File: config.mk
export PLATFORM = sky130hd
export DESIGN_NAME = seq_det_arb
export DESIGN_NICKNAME = d
export VERILOG_FILES = /design/src/rtl/seq_det_arb.sv
export SDC_FILE = /design/constraint.sdc
export NUM_CORES = 1
export LEC_CHECK = 0
export ABC_CLOCK_PERIOD_IN_PS = 3000
export CELL_PAD_IN_SITES_DETAIL_PLACEMENT = 0
export CELL_PAD_IN_SITES_GLOBAL_PLACEMENT = 1
export CORE_MARGIN = 2
export CORE_UTILIZATION = 40
export DETAILED_ROUTE_END_ITERATION = 10
export PLACE_DENSITY_LB_ADDON = 0.1
export SETUP_SLACK_MARGIN = 0.2
export SLEW_MARGIN = 25
export SYNTH_ARGS = -nofsm -noshare
export SYNTH_HDL_FRONTEND = slang
export SYNTH_SLANG_ARGS = --single-unit
export TNS_END_PERCENT = 20
File: constraint.sdc
create_clock -name clk -period 3 [get_ports clk]
set_clock_uncertainty 0.1 [all_clocks]
set_input_delay 0.3 -clock clk [delete_from_list [all_inputs] [get_ports clk]]
set_output_delay 0.3 -clock clk [all_outputs]
set_load 0.02 [all_outputs]
File: src/rtl/seq_det_arb.sv
// Shared serial pattern detector arbitrated between two requesters.
// The owner streams up to FRAME valid bits; the block reports matches and frame completion or abort.
module seq_det_arb #(
    parameter logic [7:0] PAT   = 8'b0000_1001,
    parameter int         PLEN  = 4,
    parameter int         FRAME = 16
) (
    input  logic       clk,
    input  logic       rst,
    input  logic [1:0] req,
    input  logic [1:0] bit_in,
    input  logic [1:0] bit_vld,
    output logic [1:0] gnt,
    output logic       busy,
    output logic       match,
    output logic       frame_done,
    output logic       aborted,
    output logic       done_id,
    output logic [7:0] match_cnt
);

    typedef enum logic [1:0] {S_IDLE, S_RUN, S_DONE} state_t;

    localparam logic [7:0] MASK      = 8'((9'd1 << PLEN) - 9'd1);
    localparam logic [7:0] FRAME_LEN = 8'(FRAME);
    localparam logic [7:0] PAT_LEN   = 8'(PLEN);

    state_t     r_state;
    state_t     w_state_next;
    logic       r_owner;
    logic       r_last;
    logic       r_served;
    logic       r_aborted;
    logic       r_done_id;
    logic       r_match;
    logic [7:0] r_hist;
    logic [7:0] r_bit_cnt;
    logic [7:0] r_frame_cnt;
    logic [7:0] r_match_cnt;

    logic       w_pick;
    logic       w_owner_req;
    logic       w_owner_vld;
    logic       w_owner_bit;
    logic       w_consume;
    logic       w_hit;
    logic [7:0] w_hist_next;
    logic [7:0] w_bit_cnt_next;
    logic [7:0] w_frame_cnt_next;

    // Tie goes to whoever was not served last; before any frame has finished, requester 0 wins.
    always_comb begin
        w_pick = 1'b0;
        if (req == 2'b11)
            w_pick = r_served ? ~r_last : 1'b0;
        else if (req[1])
            w_pick = 1'b1;
    end

    assign w_owner_req    = req[r_owner];
    assign w_owner_vld    = bit_vld[r_owner];
    assign w_owner_bit    = bit_in[r_owner];
    assign w_consume      = (r_state == S_RUN) && w_owner_req && w_owner_vld;
    assign w_hist_next    = (r_hist << 1) | {7'd0, w_owner_bit};
    assign w_bit_cnt_next = r_bit_cnt + 8'd1;
    assign w_hit          = ((w_hist_next & MASK) == (PAT & MASK)) && (w_bit_cnt_next >= PAT_LEN);

    always_comb begin
        w_frame_cnt_next = r_frame_cnt;
        if (w_consume && w_hit && (r_frame_cnt != 8'hFF))
            w_frame_cnt_next = r_frame_cnt + 8'd1;
    end

    always_ff @(posedge clk) begin
        if (rst)
            r_state <= S_IDLE;
        else
            r_state <= w_state_next;
    end

    always_comb begin
        w_state_next = r_state;
        case (r_state)
            S_IDLE: begin
                if (|req)
                    w_state_next = S_RUN;
            end
            S_RUN: begin
                // Dropping req wins over a bit presented in the same cycle.
                if (!w_owner_req)
                    w_state_next = S_DONE;
                else if (w_owner_vld && (w_bit_cnt_next == FRAME_LEN))
                    w_state_next = S_DONE;
            end
            S_DONE:  w_state_next = S_IDLE;
            default: w_state_next = S_IDLE;
        endcase
    end

    always_ff @(posedge clk) begin
        if (rst) begin
            r_owner     <= 1'b0;
            r_last      <= 1'b0;
            r_served    <= 1'b0;
            r_aborted   <= 1'b0;
            r_done_id   <= 1'b0;
            r_match     <= 1'b0;
            r_hist      <= 8'd0;
            r_bit_cnt   <= 8'd0;
            r_frame_cnt <= 8'd0;
            r_match_cnt <= 8'd0;
        end else begin
            r_match <= w_consume && w_hit;
            case (r_state)
                S_IDLE: begin
                    if (|req) begin
                        r_owner     <= w_pick;
                        r_hist      <= 8'd0;
                        r_bit_cnt   <= 8'd0;
                        r_frame_cnt <= 8'd0;
                    end
                end
                S_RUN: begin
                    if (w_consume) begin
                        r_hist      <= w_hist_next;
                        r_bit_cnt   <= w_bit_cnt_next;
                        r_frame_cnt <= w_frame_cnt_next;
                    end
                    if (w_state_next == S_DONE) begin
                        r_match_cnt <= w_frame_cnt_next;
                        r_aborted   <= ~w_owner_req;
                        r_done_id   <= r_owner;
                    end
                end
                S_DONE: begin
                    r_last   <= r_owner;
                    r_served <= 1'b1;
                end
                default: ;
            endcase
        end
    end

    assign busy       = (r_state == S_RUN);
    assign frame_done = (r_state == S_DONE);
    assign aborted    = frame_done & r_aborted;
    assign done_id    = r_done_id;
    assign match      = r_match;
    assign match_cnt  = r_match_cnt;

    genvar gi;
    generate
        for (gi = 0; gi < 2; gi++) begin : g_gnt
            assign gnt[gi] = busy && (r_owner == 1'(gi));
        end
    endgenerate

endmodule

==> flow_summary.json, run 1 <==
{
  "clk_pin_slew_ns": 0.07,
  "drtAntennaViolNets": 0,
  "layout_commonest_cell": "dfxtp_1",
  "finalCritPeriodShare_pct": 88.0,
  "finalSetupViolCount": 0,
  "synthCells": 223,
  "p_leak_uw": 0.000738,
  "cts_sinks": 35,
  "syn-num-nets": 234,
  "fmax_mhz": 379,
  "io_buffers": 22,
  "yosysTopAreaCellShare_pct": 38.2,
  "cts_hold_buf": 0,
  "final_cell_mix": "dfxtp_1, a21oi_1, clkdlybuf4s50_1, nor2_1, nand3_1",
  "tightestPinTransition_ns": 0.543,
  "r2r_cells": 7,
  "start_util_pct": 41.9,
  "die_w_um": 71.7,
  "crit_chain": "ha_2 > nand3_2 > or3_4 > and3_4 > a31o_1 > or4_4 > a311oi_1",
  "num_rows": 24,
  "rsz0062_at_grt": "no",
  "antenna_found_initial": 0,
  "startpoint_type": "register",
  "die_area_um2": 5150,
  "cpPeakStageDelay_ns": 0.54,
  "hold_class": "register to register",
  "ys_types": 48,
  "min_path_cells": 2,
  "grt_use_total_pct": 19.3,
  "slew_headroom_pct": 63.7,
  "ir_drop_v": 0.000254,
  "cts-root-buf": "clkbuf_8",
  "grt_pass1_vias": 1683,
  "avgRoutedWirePerCell_um": 16.1,
  "fin_nets": 259,
  "yosysWarnings": 0,
  "core_area_um2": 4380,
  "cts_max_path_buffers": 2,
  "status": "finished, final reports clean",
  "fillCellCount": 408,
  "crit_path_top_delay_cell": "or4_4",
  "die_h_um": 71.7,
  "numCtsBuffers": 5,
  "arrival_ns": 2.73,
  "hold_viol_final": 0,
  "synth_seq_cells": 35,
  "cts_resized": 0,
  "cp_max_fo": 8,
  "grt_pass1_wl_mm": 7.85,
  "gp_congestion": 0.851,
  "fin_util_pct": 50.7,
  "antenna_cells": 0,
  "seq_area_frac_synth_pct": 38.2,
  "cts_tree": "built",
  "layout-drive-gt1-share_pct": 12.0,
  "synth-edff-count": 0,
  "post_synth.cell_area_avg_um2": 8.23,
  "synth_ff_type": "dfxtp_1",
  "drt_iter0_markers": 69,
  "grt_max_degree": 19,
  "drt-total-wl_mm": 4.85,
  "power_density_nw_per_um2": 435,
  "dr.pass1.iters": 4,
  "yosysTopAreaCell": "dfxtp_1",
  "htree_levels": 2,
  "synth_area_um2": 1840,
  "fin_crit_ns": 2.64,
  "path_class": "register to register",
  "worstPathRequired_ns": 3.09,
  "tns_ns": 0,
  "dpl.hpwl_mm": 3.44,
  "routed_via_density": 5.94,
  "num_io_pins": 23,
  "post_cts_buffers": 0,
  "route.detailed.drc": 0,
  "via_count": 1788,
  "slew_viol_final": 0,
  "cap_violations": 0,
  "ys_top_cells_by_area": "dfxtp_1, a21oi_1, nor2_1",
  "async_flop_share_pct": 0,
  "critPathCaptureType": "register",
  "overflow": 0,
  "synthToLayoutAreaGrowth_pct": 21.2,
  "insertion_delay_ns": 0.29
}
==> power breakdown <==
group          internal (µW)  total (µW)  switching, µW
sequential               478         488           10.2
clock                    163         333            170
combinational           61.5         147           85.0
==> worst paths after layout <==
check / from / end / slack, ns
max: r_bit_cnt[0] / match_cnt[3] / 0.36
min: r_hist[1] / r_hist[2] / 0.38
max reg2reg: r_bit_cnt[0] / match_cnt[3] / 0.36
min reg2reg: r_hist[1] / r_hist[2] / 0.38
==> cell usage after synthesis (all sizes together) (2+ instances only) <==
master and n:
nor2b 4, mux2 2, or4 4, and3 5, o31ai 7, nand4 4
o311ai 5, mux2i 2, inv 3, o211ai 3, clkbuf 8, a21oi 29
nand2 11, dfxtp 35, or3 7, o41ai 2, o21ai 12, a31oi 3
a311oi 8, and4 2, and2 4, nand3 16, nand3b 3, nor3 2
ha 3, buf 7, nor2 21
==> flip-flops by register name (all words and copies together), names as in the netlist <==
| name | flops |
|---|---|
| match_cnt | 8 |
| match | 1 |
| r_bit_cnt | 8 |
| r_frame_cnt | 8 |
| r_state | 2 |
| r_hist | 3 |
| r_served | 1 |
| r_owner | 1 |
| r_last | 1 |
| r_aborted | 1 |
| done_id | 1 |
==> cell type report <==
class	instances	area (µm²)	area share, %
multi-input combinational	170	1060	47.7
sequential	35	703	31.6
timing repair buffer	33	303	13.6
clock buffer	7	76.3	3.43
tap	52	65.1	2.92
inverter	3	11.3	0.506
clock inverter	1	5.00	0.225
==> critical path, delay by kind of cell, from the launching register on <==
| family | cells | cell delay, ns |
|---|---|---|
| AND/OR/NAND/NOR | 4 | 1.25 |
| AO/OA/AOI/OAI | 2 | 0.57 |
| flip-flops | 1 | 0.39 |
| adder cells (fa/ha/maj) | 1 | 0.24 |
==> metrics by stage <==
stage	total power (µW)	cell area (µm²)	hold slack, ns	instances	worst slack (ns)
floorplan	580	1840	0.310	223	0.536
global placement	643	2140	0.352	293	0.352
detailed placement	645	2140	0.367	293	0.285
CTS	979	2220	0.380	301	0.247
global route	1010	2220	0.398	301	0.215
finish	968	2220	0.376	301	0.359
==> routing by layer <==
metal / wire, µm / track usage (%)
met5: 0 / 0
met4: 97 / 7.76
met3: 264 / 4.22
met2: 2350 / 32.5
met1: 2140 / 23.9
==> logic make-up (layout without fill, tap and decap cells) <==
logic type | count (synthesis) | count (layout) | share of synthesized area [%]
buffers and inverters | 18 | 44 | 4.16
DFF | 35 | 35 | 38.2
adders and majority gates | 3 | 3 | 2.05
AOI/OAI and AO/OA | 75 | 75 | 26.4
xor gates and xnor gates | 2 | 2 | 0.955
muxes | 4 | 4 | 2.32
and+or+nand+nor | 86 | 86 | 25.9
Note: power is estimated with default switching activity, not from simulation.
==> run 2: changes to the inputs <==
Settings changed: ABC_AREA set to 1, SKIP_CTS_REPAIR_TIMING set to 1.
==> run 2 against run 1 <==
- sequential power is 2% higher
- utilization is 2.9 points lower
- wire length is 15% lower
==> flow_summary.json, run 2 <==
{
  "arrival_ns": 2.41,
  "async_flop_share_pct": 0,
  "finalCritPeriodShare_pct": 77.8,
  "hold_class": "register to register",
  "synthCells": 269,
  "synth_area_um2": 1910,
  "synthSimpleGateAreaFrac_pct": 32.7,
  "hold_ws_ns": 0.363,
  "startpoint_type": "register",
  "seq_power_share_pct": 49.2,
  "cts_max_path_buffers": 2,
  "dr.pass1.iters": 4,
  "die_w_um": 73.1,
  "tightestPinTransition_ns": 0.453,
  "cp_max_fo": 11,
  "combinationalPowerShare_pct": 18.3,
  "ys_top_cells_by_area": "dfxtp_1, nand2_1, inv_1",
  "fillCellCount": 502,
  "cts-root-buf": "clkbuf_8",
  "avgRoutedWirePerCell_um": 11.9,
  "overflow": 0,
  "slew_headroom_pct": 69.7,
  "fmax_mhz": 428,
  "cts_tree": "built",
  "clkPwrFrac_pct": 32.4,
  "dpl.hpwl_mm": 2.91,
  "die_h_um": 73.1,
  "stdcell_count": 346,
  "routed_via_density": 4.80,
  "worst_slack_ns": 0.666,
  "synthAdderAreaFrac_pct": 1.97,
  "synth_seq_cells": 35,
  "synth-edff-count": 0,
  "ys_types": 30,
  "die_area_um2": 5340,
  "seq_area_frac_synth_pct": 36.7,
  "num_io_pins": 23,
  "synth_most_common_cell": "nand2_1",
  "rsz0062_at_grt": "no",
  "synthToLayoutAreaGrowth_pct": 16.9,
  "antenna_cells": 0,
  "synthMuxAreaShare_pct": 0,
  "yosysTopAreaCellShare_pct": 36.7,
  "drt-total-wl_mm": 4.10,
  "power.internal_uw": 712,
  "post_dp_cell_area_um2": 2150,
  "yosysTopAreaCell": "dfxtp_1",
  "power_density_nw_per_um2": 455,
  "synth_ff_type": "dfxtp_1",
  "status": "finished, final reports clean",
  "fin_nets": 302,
  "synth_top_family_by_area": "simple AND/OR/NAND/NOR gates",
  "finalSetupViolCount": 0,
  "num_rows": 25,
  "cts_sinks": 35,
  "fin_crit_ns": 2.33,
  "swShare_pct": 29.9,
  "via_count": 1660,
  "core_area_um2": 4660,
  "numPlacedInstances": 338,
  "layout-drive-gt1-share_pct": 12.3,
  "start_util_pct": 40.9,
  "synth_xor_area_share_pct": 2.75,
  "hold_viol_final": 0,
  "syn-num-nets": 280,
  "insertion_delay_ns": 0.28,
  "io_buffers": 22,
  "slew_viol_final": 0,
  "yosysWarnings": 0,
  "htree_levels": 2,
  "grt_pass1_vias": 1450,
  "clk_pin_slew_ns": 0.07,
  "gp_congestion": 0.804,
  "synth_compound_area_share_pct": 15.4,
  "grt_use_total_pct": 16.6,
  "tns_ns": 0,
  "synth_common_cells": "nand2_1, inv_1, dfxtp_1",
  "final_cell_mix": "nand2_1, inv_1, dfxtp_1, a21oi_1, clkdlybuf4s50_1",
  "worstPathRequired_ns": 3.08,
  "numCtsBuffers": 5,
  "dp_slack_ns": 0.518,
  "grt_max_degree": 24,
  "route.detailed.drc": 0,
  "cap_violations": 0,
  "final_area_um2": 2230,
  "grt_pass1_wl_mm": 6.88,
  "layout_commonest_cell": "nand2_1",
  "drt_iter0_markers": 65,
  "p_switching_uw": 303,
  "ir_drop_v": 0.000263,
  "reg2reg_slack_ns": 0.67,
  "critPathCaptureType": "register",
  "p_leak_uw": 0.000916,
  "drtAntennaViolNets": 0,
  "post_synth.cell_area_avg_um2": 7.09,
  "antenna_found_initial": 0,
  "path_class": "register to register"
}
[run 2: kinds of logic (layout without fill, tap and decap cells)]
family	Yosys count	in the layout
AO/OA/AOI/OAI	50	50
XOR/XNOR	6	6
adder cells (fa/ha/maj)	3	3
buffers and inverters	46	69
flip-flops	35	35
AND/OR/NAND/NOR	129	129
[run 2: final cells by class]
type | count | area [µm²] | area share, %
Multi-Input combinational cell | 188 | 1010 | 45.2
Inverter | 38 | 143 | 6.40
Clock inverter | 3 | 15.0 | 0.673
Timing Repair Buffer | 23 | 228 | 10.2
Tap cell | 54 | 67.6 | 3.03
Sequential cell | 35 | 701 | 31.4
Clock buffer | 5 | 68.8 | 3.09
[run 2: worst paths after layout]
| kind | from | end | cells after the start |
|---|---|---|---|
| setup / recovery | r_bit_cnt[1] | match_cnt[1] | 10 |
| setup reg to reg | r_bit_cnt[1] | match_cnt[1] | 10 |
| hold reg to reg | r_hist[2] | r_hist[2] | 2 |
| hold / removal | r_hist[2] | r_hist[2] | 2 |
[run 2: per-stage QoR]
stage / util [%] / power [µW]
global route: 47.8 / 1070
CTS: 47.8 / 1030
detailed placement: 46.0 / 698
global placement: 46.0 / 699
floorplan: - / 637
finish: 47.8 / 1010
[run 2: worst max-delay path, cell delays in order, from the launching register on]
cell	delay, ns
dfxtp_1	0.40
ha_1	0.24
nand3_2	0.12
o21ai_0	0.17
nand2_1	0.10
nor2_2	0.14
nand3_1	0.35
nand3_2	0.27
nand2_1	0.11
a21oi_2	0.17
nor2_1	0.06
[run 2: routing by layer]
layer / wire, µm / up-vias / global-route usage, %
li1: - / 903 / -
met1: 2160 / 723 / 23.7
met2: 1710 / 32 / 24.9
met3: 206 / 2 / 4.28
met4: 26 / 0 / 3.70
met5: 0 / - / 0
[run 2: power groups by stage]
stage	combinational [µW]	sequential [µW]	clock [µW]
after floorplan	116	521	0
after detailed placement	188	510	0
final	186	500	329
after global routing	206	502	364
after CTS	189	500	343
after global placement	189	510	0
==> run 3: changes to the inputs <==
Settings changed: ABC_CLOCK_PERIOD_IN_PS 3000 to 2400.
Clock period 3 ns to 2.4 ns, I/O delays scaled along.
==> run 3 against run 2 <==
- via count up 1.9%
- design area up 3.8%
- sequential share of layout area down 1.2 points
- power grew 49%
- die area unchanged
- critical path depth decreased by 5
- sequential cell count stayed put
- critical path type is now register to output port
- critical endpoint is now aborted
- largest cell class unchanged
- highest routed layer unchanged
==> flow_summary.json, run 3 (synthesis gave the netlist of run 2 again) <==
{
  "fmax_mhz": 481,
  "swShare_pct": 26.3,
  "arrival_ns": 1.74,
  "cts_sinks": 35,
  "ir_drop_v": 0.000294,
  "grt.met3_usage_pct": 4.14,
  "layout_commonest_cell": "nand2_1",
  "cap_violations": 0,
  "finalCritPeriodShare_pct": 86.7,
  "cts-root-buf": "clkbuf_8",
  "p_switching_uw": 398,
  "antenna_cells": 0,
  "combinationalPowerShare_pct": 15.9,
  "layout-drive-gt1-share_pct": 13.9,
  "worstPathRequired_ns": 2.06,
  "clk_pin_slew_ns": 0.07,
  "grt_pass1_wl_mm": 7.13,
  "htree_levels": 2,
  "path_class": "register to output port",
  "antenna_found_initial": 0,
  "cpPeakStageDelay_ns": 0.60,
  "tightestPinTransition_ns": 0.352,
  "cts_max_path_buffers": 2,
  "core_area_um2": 4660,
  "crit_path_top_delay_cell": "clkdlybuf4s50_1",
  "fin_crit_ns": 2.08,
  "finalSetupViolCount": 0,
  "status": "finished, final reports clean",
  "grt_util_met1_pct": 25.5,
  "numPlacedInstances": 342,
  "io_buffers": 22,
  "insertion_delay_ns": 0.29,
  "slew_viol_final": 0,
  "final_area_um2": 2310,
  "met2_usage_pct": 24.6,
  "cp_common_cell": "inv_1",
  "drt_iter0_markers": 84,
  "route.detailed.drc": 0,
  "numCtsBuffers": 5,
  "power_density_nw_per_um2": 652,
  "die_w_um": 73.1,
  "clkPwrFrac_pct": 42.8,
  "via_count": 1692,
  "avgRoutedWirePerCell_um": 12.0,
  "synthToLayoutAreaGrowth_pct": 21.3,
  "fillCellCount": 496,
  "grt_busiest_layer": "met1",
  "crit_chain": "inv_1 > nor2_2 > inv_1 > nor2_1 > clkdlybuf4s50_1",
  "num_rows": 25,
  "num_io_pins": 23,
  "hold_class": "register to register",
  "seq_power_share_pct": 41.4,
  "rsz0062_at_grt": "yes",
  "power.internal_uw": 1110,
  "die_area_um2": 5340,
  "cts_tree": "built",
  "critPathCaptureType": "output port",
  "dpl.hpwl_mm": 3.04,
  "grt_use_total_pct": 17.3,
  "dr.pass1.iters": 5,
  "die_h_um": 73.1,
  "p_leak_uw": 0.000953,
  "cp_num_buf_inv": 3,
  "hold_viol_final": 0,
  "overflow": 0,
  "drt-total-wl_mm": 4.21,
  "tns_ns": 0,
  "fin_util_pct": 49.7,
  "drtAntennaViolNets": 0,
  "fin_nets": 306,
  "slew_headroom_pct": 76.4,
  "cp_max_fo": 4,
  "stdcell_count": 350,
  "start_util_pct": 40.9,
  "final_cell_mix": "nand2_1, inv_1, dfxtp_1, a21oi_1, clkdlybuf4s50_1",
  "routed_via_density": 4.83,
  "critPathTopFamily": "buffers and inverters",
  "grt_pass1_vias": 1468,
  "startpoint_type": "register",
  "grt_max_degree": 20,
  "post_dp_cell_area_um2": 2180,
  "gp_congestion": 0.840
}
run 3: cell types whose count changed in the layout (fill, tap and decap cells not counted):
| cell | before | now |
|---|---|---|
| buf_4 | 1 | 5 |
| bufinv_16 | 0 | 2 |
| clkinv_2 | 3 | 0 |
| clkinvlp_4 | 0 | 1 |
| nor2_1 | 20 | 19 |
| nor2_2 | 2 | 3 |
run 3: layout make-up:
type / count / area (µm²) / area share (%)
multi-input combinational: 188 / 1010 / 43.6
sequential: 35 / 701 / 30.3
timing repair buffer: 27 / 258 / 11.1
inverter: 38 / 143 / 6.16
clock buffer: 5 / 68.8 / 2.97
clock inverter: 3 / 67.6 / 2.92
tap: 54 / 67.6 / 2.92
run 3: power by group through the flow:
stage | registers, µW | logic [µW] | clock network, µW
6_report | 624 | 239 | 646
5_1_grt | 628 | 265 | 684
4_1_cts | 625 | 241 | 657
3_5_place_dp | 638 | 240 | 0
3_3_place_gp | 637 | 241 | 0
2_1_floorplan | 651 | 145 | 0
run 3: worst min-delay path: stages (launching register included):
cell,delay [ns]
dfxtp_1,0.30
inv_1,0.06
a21oi_1,0.06
run 3: worst paths after layout:
| path | end | slack (ns) | cells past startpoint | start |
|---|---|---|---|---|
| setup / recovery | aborted | 0.32 | 5 | r_state[1] |
| hold / removal | r_served | 0.36 | 2 | r_served |
| setup reg to reg | match_cnt[5] | 0.37 | 11 | r_bit_cnt[1] |
| hold reg to reg | r_served | 0.36 | 2 | r_served |
run 3: layer usage:
layer / up-vias / share of wire (%)
met3: 7 / 4.5
met4: 0 / 1.4
met2: 34 / 40
met1: 743 / 54
met5: - / 0
li1: 908 / -
run 3: per-stage QoR:
step / power, µW / worst slack, ns / hold slack (ns)
global placement: 878 / 0.210 / 0.353
detailed placement: 878 / 0.214 / 0.352
CTS: 1520 / 0.228 / 0.362
floorplan: 796 / 0.598 / 0.331
global route: 1580 / 0.146 / 0.394
finish: 1510 / 0.320 / 0.361
